`src/rtl/vga_timing_pkg.sv`:
```
// Shared VGA timing definitions: 640x480@60 defaults, derived totals and
// the position-to-sync-level decode used on both axes.
package vga_timing_pkg;

  localparam int unsigned DEF_H_ACTIVE = 640;
  localparam int unsigned DEF_H_FP     = 16;
  localparam int unsigned DEF_H_SYNC   = 96;
  localparam int unsigned DEF_H_BP     = 48;
  localparam int unsigned DEF_V_ACTIVE = 480;
  localparam int unsigned DEF_V_FP     = 10;
  localparam int unsigned DEF_V_SYNC   = 2;
  localparam int unsigned DEF_V_BP     = 33;

  // Full period of one axis: active, front porch, sync, back porch.
  function automatic int unsigned total(input int unsigned active,
                                        input int unsigned fp,
                                        input int unsigned sync,
                                        input int unsigned bp);
    return active + fp + sync + bp;
  endfunction

  localparam int unsigned DEF_H_TOTAL = total(DEF_H_ACTIVE, DEF_H_FP, DEF_H_SYNC, DEF_H_BP);
  localparam int unsigned DEF_V_TOTAL = total(DEF_V_ACTIVE, DEF_V_FP, DEF_V_SYNC, DEF_V_BP);

  // Sync level for a position: 'pol' inside [first, first+width-1], else its inverse.
  function automatic logic sync_level(input int unsigned pos,
                                      input int unsigned first,
                                      input int unsigned width,
                                      input logic        pol);
    return ((pos >= first) && (pos < first + width)) ? pol : ~pol;
  endfunction

endpackage

```
`src/rtl/pix_clk_en.sv`:
```
// Pixel tick generator: divides CLK by CLK_DIV while enabled.
module pix_clk_en #(
  parameter int unsigned CLK_DIV = 2
) (
  input  logic clk,
  input  logic clr,
  input  logic en,
  output logic tick
);

  localparam int unsigned   DW       = (CLK_DIV > 1) ? $clog2(CLK_DIV) : 1;
  localparam logic [DW-1:0] DIV_LAST = DW'(CLK_DIV - 1);

  logic [DW-1:0] div_q, div_d;

  // Tick is left unregistered so the parent can register it with the counters it advances.
  assign tick = en && (div_q == DIV_LAST);

  // Divider advances only while enabled and wraps on the tick cycle.
  always_comb begin
    div_d = div_q;
    if (en) begin
      div_d = tick ? '0 : div_q + DW'(1);
    end
  end

  // Divider register with synchronous clear.
  always_ff @(posedge clk) begin
    if (clr) div_q <= '0;
    else     div_q <= div_d;
  end

endmodule

```
`src/rtl/vga_timing_gen.sv`:
```
// VGA raster timing generator: pixel/line counters with registered
// sync, display-enable and line/frame start outputs, all aligned.
module vga_timing_gen #(
  parameter int unsigned H_ACTIVE = vga_timing_pkg::DEF_H_ACTIVE,
  parameter int unsigned H_FP     = vga_timing_pkg::DEF_H_FP,
  parameter int unsigned H_SYNC   = vga_timing_pkg::DEF_H_SYNC,
  parameter int unsigned H_BP     = vga_timing_pkg::DEF_H_BP,
  parameter int unsigned V_ACTIVE = vga_timing_pkg::DEF_V_ACTIVE,
  parameter int unsigned V_FP     = vga_timing_pkg::DEF_V_FP,
  parameter int unsigned V_SYNC   = vga_timing_pkg::DEF_V_SYNC,
  parameter int unsigned V_BP     = vga_timing_pkg::DEF_V_BP,
  parameter logic        H_POL    = 1'b0,
  parameter logic        V_POL    = 1'b0,
  parameter int unsigned CLK_DIV  = 2,
  localparam int unsigned H_TOTAL = vga_timing_pkg::total(H_ACTIVE, H_FP, H_SYNC, H_BP),
  localparam int unsigned V_TOTAL = vga_timing_pkg::total(V_ACTIVE, V_FP, V_SYNC, V_BP),
  localparam int unsigned HW      = $clog2(H_TOTAL),
  localparam int unsigned VW      = $clog2(V_TOTAL)
) (
  input  logic          CLK,
  input  logic          CLR,
  input  logic          EN,
  output logic          PixTick,
  output logic          hSync,
  output logic          vSync,
  output logic          Bright,
  output logic [HW-1:0] Hcnt,
  output logic [VW-1:0] Vcnt,
  output logic          LineStart,
  output logic          FrameStart
);

  import vga_timing_pkg::*;

  localparam logic [HW-1:0] H_LAST = HW'(H_TOTAL - 1);
  localparam logic [VW-1:0] V_LAST = VW'(V_TOTAL - 1);

  logic          tick;
  logic [HW-1:0] hcnt_q, hcnt_d;
  logic [VW-1:0] vcnt_q, vcnt_d;
  logic          pix_tick_q, pix_tick_d;
  logic          h_sync_q, h_sync_d;
  logic          v_sync_q, v_sync_d;
  logic          bright_q, bright_d;
  logic          line_start_q, line_start_d;
  logic          frame_start_q, frame_start_d;

  pix_clk_en #(
    .CLK_DIV (CLK_DIV)
  ) u_pix_clk_en (
    .clk  (CLK),
    .clr  (CLR),
    .en   (EN),
    .tick (tick)
  );

  // Next position plus decodes of that next position, so every output lands on the same edge.
  always_comb begin
    hcnt_d        = hcnt_q;
    vcnt_d        = vcnt_q;
    pix_tick_d    = 1'b0;
    line_start_d  = 1'b0;
    frame_start_d = 1'b0;
    if (tick) begin
      pix_tick_d = 1'b1;
      if (hcnt_q == H_LAST) begin
        hcnt_d = '0;
        vcnt_d = (vcnt_q == V_LAST) ? '0 : vcnt_q + VW'(1);
      end else begin
        hcnt_d = hcnt_q + HW'(1);
      end
      line_start_d  = (hcnt_d == '0);
      frame_start_d = line_start_d && (vcnt_d == '0);
    end
    h_sync_d = sync_level(32'(hcnt_d), H_ACTIVE + H_FP, H_SYNC, H_POL);
    v_sync_d = sync_level(32'(vcnt_d), V_ACTIVE + V_FP, V_SYNC, V_POL);
    bright_d = (32'(hcnt_d) < H_ACTIVE) && (32'(vcnt_d) < V_ACTIVE);
  end

  // Output and counter registers; reset parks on the last back-porch pixel.
  always_ff @(posedge CLK) begin
    if (CLR) begin
      hcnt_q        <= H_LAST;
      vcnt_q        <= V_LAST;
      pix_tick_q    <= 1'b0;
      h_sync_q      <= ~H_POL;
      v_sync_q      <= ~V_POL;
      bright_q      <= 1'b0;
      line_start_q  <= 1'b0;
      frame_start_q <= 1'b0;
    end else begin
      hcnt_q        <= hcnt_d;
      vcnt_q        <= vcnt_d;
      pix_tick_q    <= pix_tick_d;
      h_sync_q      <= h_sync_d;
      v_sync_q      <= v_sync_d;
      bright_q      <= bright_d;
      line_start_q  <= line_start_d;
      frame_start_q <= frame_start_d;
    end
  end

  assign PixTick    = pix_tick_q;
  assign hSync      = h_sync_q;
  assign vSync      = v_sync_q;
  assign Bright     = bright_q;
  assign Hcnt       = hcnt_q;
  assign Vcnt       = vcnt_q;
  assign LineStart  = line_start_q;
  assign FrameStart = frame_start_q;

endmodule

```
`config.mk`:
```
export PLATFORM = sky130hd
export DESIGN_NAME = vga_timing_gen
export DESIGN_NICKNAME = d
export VERILOG_FILES = /design/src/rtl/vga_timing_pkg.sv /design/src/rtl/pix_clk_en.sv /design/src/rtl/vga_timing_gen.sv
export SDC_FILE = /design/constraint.sdc
export NUM_CORES = 1
export LEC_CHECK = 0
export ABC_AREA = 1
export ABC_CLOCK_PERIOD_IN_PS = 4800
export CAP_MARGIN = 20
export CORE_MARGIN = 2
export CORE_UTILIZATION = 55
export DETAILED_ROUTE_END_ITERATION = 8
export PLACE_DENSITY = 0.78
export SYNTH_ARGS = -nofsm -noshare
export SYNTH_HDL_FRONTEND = slang
export SYNTH_SLANG_ARGS = --single-unit
```
`constraint.sdc`:
```
create_clock -name CLK -period 4.8 [get_ports CLK]
set_input_delay 0.96 -clock CLK [delete_from_list [all_inputs] [get_ports CLK]]
set_output_delay 0.96 -clock CLK [all_outputs]
set_load 0.01 [all_outputs]
```
# [Word level (Yosys, flattened, before mapping)]
# Index checks and enable logic that the tools add are counted.
# W data, S select, Z words.
[classes] eq_ne=2 n_reduce_logical=8 n_lt_le_gt_ge=6 addsub=3 bitwise_logic=1 muxes=11
[ops] operator="$mux W10" count=7
[ops] operator="$add A10 B1 Y10 const B" count=2
[ops] operator="$eq A10 B10 Y1 const B" count=2
[ops] operator="$logic_not A10 Y1" count=2
[ops] operator="$lt A10 B10 Y1 const B" count=2
[ops] operator="$lt A10 B9 Y1 const B" count=2
[ops] operator="$ge A10 B10 Y1 const B" count=1
[ops] operator="$ge A10 B9 Y1 const B" count=1
[ops] operator="$logic_and A1 B1 Y1" count=5
[ops] operator="$mux W1" count=4
[ops] operator="$reduce_or A2 Y1" count=1
[ops] operator="$add A1 B1 Y1 const B" count=1
[ops] operator="$not A1 Y1" count=1
[word_totals] inputBits=3 register_bits=27 out_inout_bits=26 elab_cells=40

# [Depth between registers and ports, before layout]
# Gate-level depths: netlist of the first run.
[depth] depth_word=8 mapped_depth=12 depth_no_buf=12

# [By module]
# Synthesis of the first run repeated with hierarchy kept, for this count alone.
[hier_totals] cells_unflattened=299 area_unflattened_um2=1831.8
[modules_own_cells] mod="vga_timing_gen" area_per_inst_um2=1786.7 n_inst=1 cells_per_inst=292 seq_area_each_um2=520.5
[modules_own_cells] mod="pix_clk_en" area_per_inst_um2=45.0 n_inst=1 cells_per_inst=7 seq_area_each_um2=20.0

# [Least setup slack after synthesis of the first run]
# No wires, ideal clock.
[synth_timing] path_type="input to register" start="input EN" end="register v_sync_q (netlist: vSync)" slack_ns=2.825 stages=7 t_arrival_ns=1.854 setup_time_ns=0.121 n_path_buf=0 required_ns=4.679 cell_sequence="nand2_1 > clkinv_1 > or2_2 > nand2_1 > nand3_1 > nor2_1 > nand3_1"
[synth_via] elab_chain_cells=5 elab_cells_between_ends=6 cone_classes="2 x order compare; 2 x mux; 2 x reduce/logical"
[synth_rtl] item="start, declared" line_no="vga_timing_gen.sv:22" rtl="input logic EN,"
[synth_rtl] item="$logic_and A1 B1 Y1 (*)" line_no="pix_clk_en.sv:17" rtl="assign tick = en && (div_q == DIV_LAST);"
[synth_rtl] item="$mux W10 (*)" line_no="vga_timing_gen.sv:64" rtl="if (tick) begin"
[synth_rtl] item="$ge A10 B9 Y1 / $lt A10 B9 Y1 (equally long branches)" line_no="vga_timing_pkg.sv:30" rtl="return ((pos >= first) && (pos < first + width)) ? pol : ~pol;"
[synth_rtl] item="$logic_and A1 B1 Y1 (*)" line_no="vga_timing_pkg.sv:30"
[synth_rtl] item="$mux W1 (*)" line_no="vga_timing_pkg.sv:30"
[synth_rtl] item="end signal, assigned" line_no="vga_timing_gen.sv:87" rtl="v_sync_q <= ~V_POL;"
[synth_rtl] item="end signal, assigned" line_no="vga_timing_gen.sv:96" rtl="v_sync_q <= v_sync_d;"
[synth_rtl] item="end, declared" line_no="vga_timing_gen.sv:43" rtl="logic v_sync_q, v_sync_d;"
# Every way passes the cells marked *; elsewhere a longest branch is shown, timed or not.
# A chain may end at the register's enable or synchronous reset.

# [Worst setup path after layout of the first run]
# Same ends and word-level chain as after synthesis.

==> results of run 1 <==
power groups by stage:
stage / logic, mW / clock network (mW) / registers, mW
2_1_floorplan: 0.151 / 0 / 0.256
3_3_place_gp: 0.198 / 0 / 0.255
3_5_place_dp: 0.199 / 0 / 0.255
4_1_cts: 0.200 / 0.101 / 0.250
5_1_grt: 0.226 / 0.108 / 0.252
6_report: 0.199 / 0.0991 / 0.250
tightest hold or removal path, stage by stage, from the launching register on:
cell	delay, ns
dfxtp_1	0.35
nor2_1	0.05
nor2_1	0.08
state kept, by name, indices dropped and copies added, names as in the netlist:
register,flops
Hcnt,10
LineStart,1
hSync,1
FrameStart,1
Bright,1
Vcnt,10
vSync,1
u_pix_clk_en.div_q,1
PixTick,1
layout by cell type, fill, tap and decap left out, types with 3 or more instances in the layout:
master / instances
nand2_1: 96
inv_1: 38
nor2_1: 35
nand3_1: 28
clkdlybuf4s50_1: 28
dfxtp_1: 27
nand4_1: 10
o21ai_0: 10
a21oi_1: 5
nor2_2: 4
nand3_2: 4
ha_1: 3
clkbuf_4: 3
metrics by stage:
step                cell area (um2)  instances  hold slack (ns)  setup WS (ns)    util
floorplan                      1784        290           0.4514          2.825       -
global placement               2079        355           0.4685          1.671  0.6756
detailed placement             2079        355           0.4776          1.624  0.6756
CTS                            2106        359           0.5103          1.964  0.6841
global route                   2106        359           0.5365          1.700  0.6841
finish                         2106        359           0.5029          1.979  0.6841
kinds of logic (layout without fill, tap and decap cells):
kind of cell,Yosys count,in the layout,share of synthesized area
AND/OR/NAND/NOR,191,191,0.4902
flip-flops,27,27,0.3029
AO/OA/AOI/OAI,21,21,0.07153
buffers and inverters,46,71,0.1045
adder cells (fa/ha/maj),3,3,0.02104
XOR/XNOR,2,2,0.009819
routing by layer:
| layer | global-route usage | up-vias | part of all wire | routed length [um] |
|---|---|---|---|---|
| met4 | 0.06211 | 0 | 0.0085 | 35 |
| met5 | 0 | - | 0 | 0 |
| met1 | 0.3698 | 848 | 0.49 | 2002 |
| li1 | - | 969 | - | - |
| met2 | 0.3840 | 47 | 0.44 | 1830 |
| met3 | 0.05757 | 5 | 0.060 | 249 |
area by class of cell:
type                       instances  area [um2]
multi-input combinational        217        1057
inverter                          39       146.4
tap                               44       55.05
fill                             283       972.2
sequential                        27       540.5
timing repair buffer              28       280.3
clock buffer                       4       26.28
worst paths after layout:
path | startpoint | end | cells after the start
hold / removal | u_pix_clk_en.div_q | u_pix_clk_en.div_q | 2
setup / recovery | EN | vSync | 8
hold reg to reg | u_pix_clk_en.div_q | u_pix_clk_en.div_q | 2
setup reg to reg | Hcnt[0] | vSync | 10
cell usage after synthesis, drive strengths merged:
| library cell | count |
|---|---|
| xnor2 | 1 |
| o21a | 1 |
| nand3b | 2 |
| dfxtp | 27 |
| xor2 | 1 |
| o21ai | 13 |
| nor3 | 2 |
| nor2 | 41 |
| ha | 3 |
| and2 | 2 |
| a22oi | 2 |
| clkinv | 1 |
| nand3 | 33 |
| clkbuf | 3 |
| nand4 | 10 |
| a21oi | 5 |
| nand2 | 98 |
| or2 | 2 |
| inv | 38 |
| buf | 4 |
| nor3b | 1 |
==> impl_metrics.ini, run 1 <==
[critical_path]
cp-start-kind = input port
critPathRequiredTime_ns = 5.03
slowest_delay_ns = 0.53
critPathMaxFanout = 18
critical_path.endpoint_type = flop
ff2ff_setup_slack_ns = 2.52
critPathBufInv = 2
crit_family = simple AND/OR/NAND/NOR gates
path_cells = clkdlybuf4s50_1 -> nand2_1 -> clkinv_1 -> or2_2 -> nand2_1 -> nand3_1 -> nor2_1 -> nand3_1
path_class = input port to flop
slowest_stage = clkinv_1
arrival_ns = 3.06

[pwr]
power_density_nw_per_um2 = 260.4
intPower_uw = 340.4
pwr-share-comb = 0.364
switchingPower_uw = 208.0
max-vdd-ir-drop_v = 0.0001746
seqPwrFrac = 0.456
p_clk_frac = 0.181
power_uw = 548.4
swShare = 0.3793
leakage_nw = 1.023

[route]
vias = 1869
post_drt_via_cell_ratio = 5.206
post_drt_wl_per_cell_um = 11.47
drt_wl_total_mm = 4.118
ant_nets = 0
drc = 0
drtIter0Drc = 165
firstDrtPassIters = 4

[sta]
finalMaxSlewViolations = 0
skew_ns = 0.003009
finalHoldViolCount = 0
fin_crit_ns = 2.821
fin_tns_setup_ns = 0
setup_viol = 0
worst_pin_slew_ns = 0.5510
timing.final.crit_share = 0.5878
fmax_mhz = 354.4
grt_setup_unrepaired = no
relSlewSlack = 0.6322

[clock_network]
h-tree-depth = 1
cts_hold_buf = 0
path_clk_slew_ns = 0.14
cts_buffers = 3
post_cts_buffers = 0
cts_root_buf = clkbuf_4
cts.path.max_buffers = 2
cts_resized = 0
clk-insertion-delay-late_ns = 0.33
cts_sinks = 27
cts_tree = done

[floorplan]
io_pins = 29
die_y_um = 60.96
dieArea_um2 = 3716
initial_core_util = 0.5797
core_um2 = 3078
die_w_um = 60.96
rows = 20

[global_route]
grt_usage = 0.2548
grt_pass1_vias = 1579
antenna_found_initial = 0
overflow = 0
grt_pass1_wl_mm = 7.086
grt_max_degree = 19

[yosys]
yosysUniqueCellTypes = 32
yosysTopAreaCell = dfxtp_1
synthCells = 290
synth_top_area_share = 0.3029
syn_nets = 296
synth_area_leaders = dfxtp_1 (30%), nand2_1 (20%), inv_1 (8.0%), nand3_1 (7.9%), nor2_1 (7.4%)
synth_seq_cells = 27
syn_area_per_cell_um2 = 6.152
syn-cell-area_um2 = 1784
ys_seq_area_frac = 0.3029
ys.warnings.count = 0

[cells_and_area]
nNetsFinal = 322
drive_above_1_share = 0.06349
syn2layout_area_growth_pct = 18.02
diodes = 0

[place]
numPortBuffers = 28
dpl.hpwl_mm = 3.183
gp_congestion = 0.8881

[job]
max_cap_violations = 0

[worst_hold_path]
min_path_type = flop to flop

[outcome]
run_status = completed
No activity file was read; power rests on OpenSTA's default activity.
==> inputs of run 2 (changes only) <==
Settings changed: ABC_CLOCK_PERIOD_IN_PS 4800 to 2800, CORE_UTILIZATION 55 to 53, PLACE_DENSITY 0.78 to 0.75.
Clock period 4.8 ns to 2.8 ns, I/O delays scaled along.
==> impl_metrics.ini, run 2 (same netlist as run 1, synthesis figures left out) <==
[outcome]
run_status = completed

[floorplan]
rows = 21
io_pins = 29
core_um2 = 3284
initial_core_util = 0.5432
dieArea_um2 = 3846
die_y_um = 62.02
die_w_um = 62.02

[cells_and_area]
multi_input_area_um2 = 1057
nNetsFinal = 324
diodes = 0
nFillCells = 318
ff_latch_area_um2 = 540.5
syn2layout_area_growth_pct = 19.21
postLayoutCoreUtil = 0.6476
drive_above_1_share = 0.07256
final_common_cell = nand2_1
final_cell_mix = nand2_1 (96), inv_1 (38), nor2_1 (35)

[sta]
fin_tns_setup_ns = 0
timing.final.crit_share = 0.7918
skew_ns = 0.01105
finalHoldViolCount = 0
grt_setup_unrepaired = no
relSlewSlack = 0.6619
fin_crit_ns = 2.217
worst_pin_slew_ns = 0.5066
setup_viol = 0
finalMaxSlewViolations = 0
worst_slack_ns = 0.5830
fmax_mhz = 451.1

[pwr]
swShare = 0.3775
pwr-share-comb = 0.368
p_clk_frac = 0.176
power_density_nw_per_um2 = 441.1
max-vdd-ir-drop_v = 0.0002128
leakage_nw = 1.031
intPower_uw = 584.1
switchingPower_uw = 354.2
seqPwrFrac = 0.457

[place]
numPortBuffers = 28
dpl.hpwl_mm = 3.292
gp_congestion = 0.8484
pre_cts_ws_ns = 0.4838

[route]
drtIter0Drc = 69
vias = 1816
post_drt_wl_per_cell_um = 11.39
drt_wl_total_mm = 4.135
drc = 0
firstDrtPassIters = 4
post_drt_via_cell_ratio = 5.003
ant_nets = 0

[clock_network]
clk-insertion-delay-late_ns = 0.32
cts_resized = 0
h-tree-depth = 1
cts_buffers = 3
cts_tree = done
cts_root_buf = clkbuf_4
path_clk_slew_ns = 0.14
cts_hold_buf = 0
cts.path.max_buffers = 2
cts_sinks = 27
post_cts_buffers = 0

[worst_hold_path]
min_path_type = flop to flop

[global_route]
overflow = 0
grt_pass1_vias = 1646
grt_pass1_wl_mm = 6.975
grt_max_degree = 19
antenna_found_initial = 0
grt_usage = 0.2445

[critical_path]
critPathMaxFanout = 11
path_class = flop to flop
critical_path.endpoint_type = flop
arrival_ns = 2.45
critPathRequiredTime_ns = 3.03
cp-start-kind = flop

[job]
max_cap_violations = 0
-- run 2: changes by cell type in the layout (fill, tap and decap cells not counted), sizes merged --
| cell | before | now |
|---|---|---|
| clkbuf | 4 | 3 |
| buf | 0 | 2 |
| clkinvlp | 0 | 1 |
-- run 2: final cells by class --
type | instances | area share
repair buffers | 30 | 0.1388
flip-flops and latches | 27 | 0.2541
multi-input cells | 217 | 0.4971
clock buffers | 3 | 0.01059
clock inverters | 1 | 0.003529
well taps | 46 | 0.02706
inverters | 39 | 0.06882
-- run 2: power by group through the flow --
| stage | registers (mW) | logic [mW] | clock network (mW) |
|---|---|---|---|
| 6_report | 0.428 | 0.345 | 0.165 |
| 5_1_grt | 0.432 | 0.393 | 0.185 |
| 4_1_cts | 0.428 | 0.348 | 0.171 |
| 3_5_place_dp | 0.437 | 0.346 | 0 |
| 3_3_place_gp | 0.437 | 0.343 | 0 |
| 2_1_floorplan | 0.439 | 0.259 | 0 |
-- run 2: per-stage QoR --
stage / instances / area, um2 / hold slack, ns / power, mW
2_1_floorplan: 290 / 1784 / 0.4514 / 0.6979
3_3_place_gp: 359 / 2097 / 0.4862 / 0.7802
3_5_place_dp: 359 / 2097 / 0.4845 / 0.7833
4_1_cts: 363 / 2127 / 0.5085 / 0.9464
5_1_grt: 363 / 2127 / 0.5774 / 1.010
6_report: 363 / 2127 / 0.5059 / 0.9383
-- run 2: worst paths after layout --
kind / cells past startpoint / endpoint / startpoint / slack, ns
worst max-delay path: 10 / vSync / Hcnt[0] / 0.58
worst min-delay path: 2 / u_pix_clk_en.div_q / u_pix_clk_en.div_q / 0.51
worst max register to register: 10 / vSync / Hcnt[0] / 0.58
worst min register to register: 2 / u_pix_clk_en.div_q / u_pix_clk_en.div_q / 0.51
-- run 2: worst max-delay path, stage by stage (launching register included) --
cell     delay [ns]
dfxtp_1        0.52
ha_1           0.28
nand4_1        0.19
nor2_2         0.47
nand3_1        0.18
nand2_1        0.11
nand2_1        0.05
nand2_1        0.10
nand3_1        0.07
nor2_1         0.08
nand3_1        0.07
-- run 2: layer usage --
layer	global-route usage	up-vias	wire, um
met5	0	-	0
met1	0.2975	800	1870
li1	-	968	-
met4	0.08815	0	62
met2	0.4405	40	2069
met3	0.02692	8	134
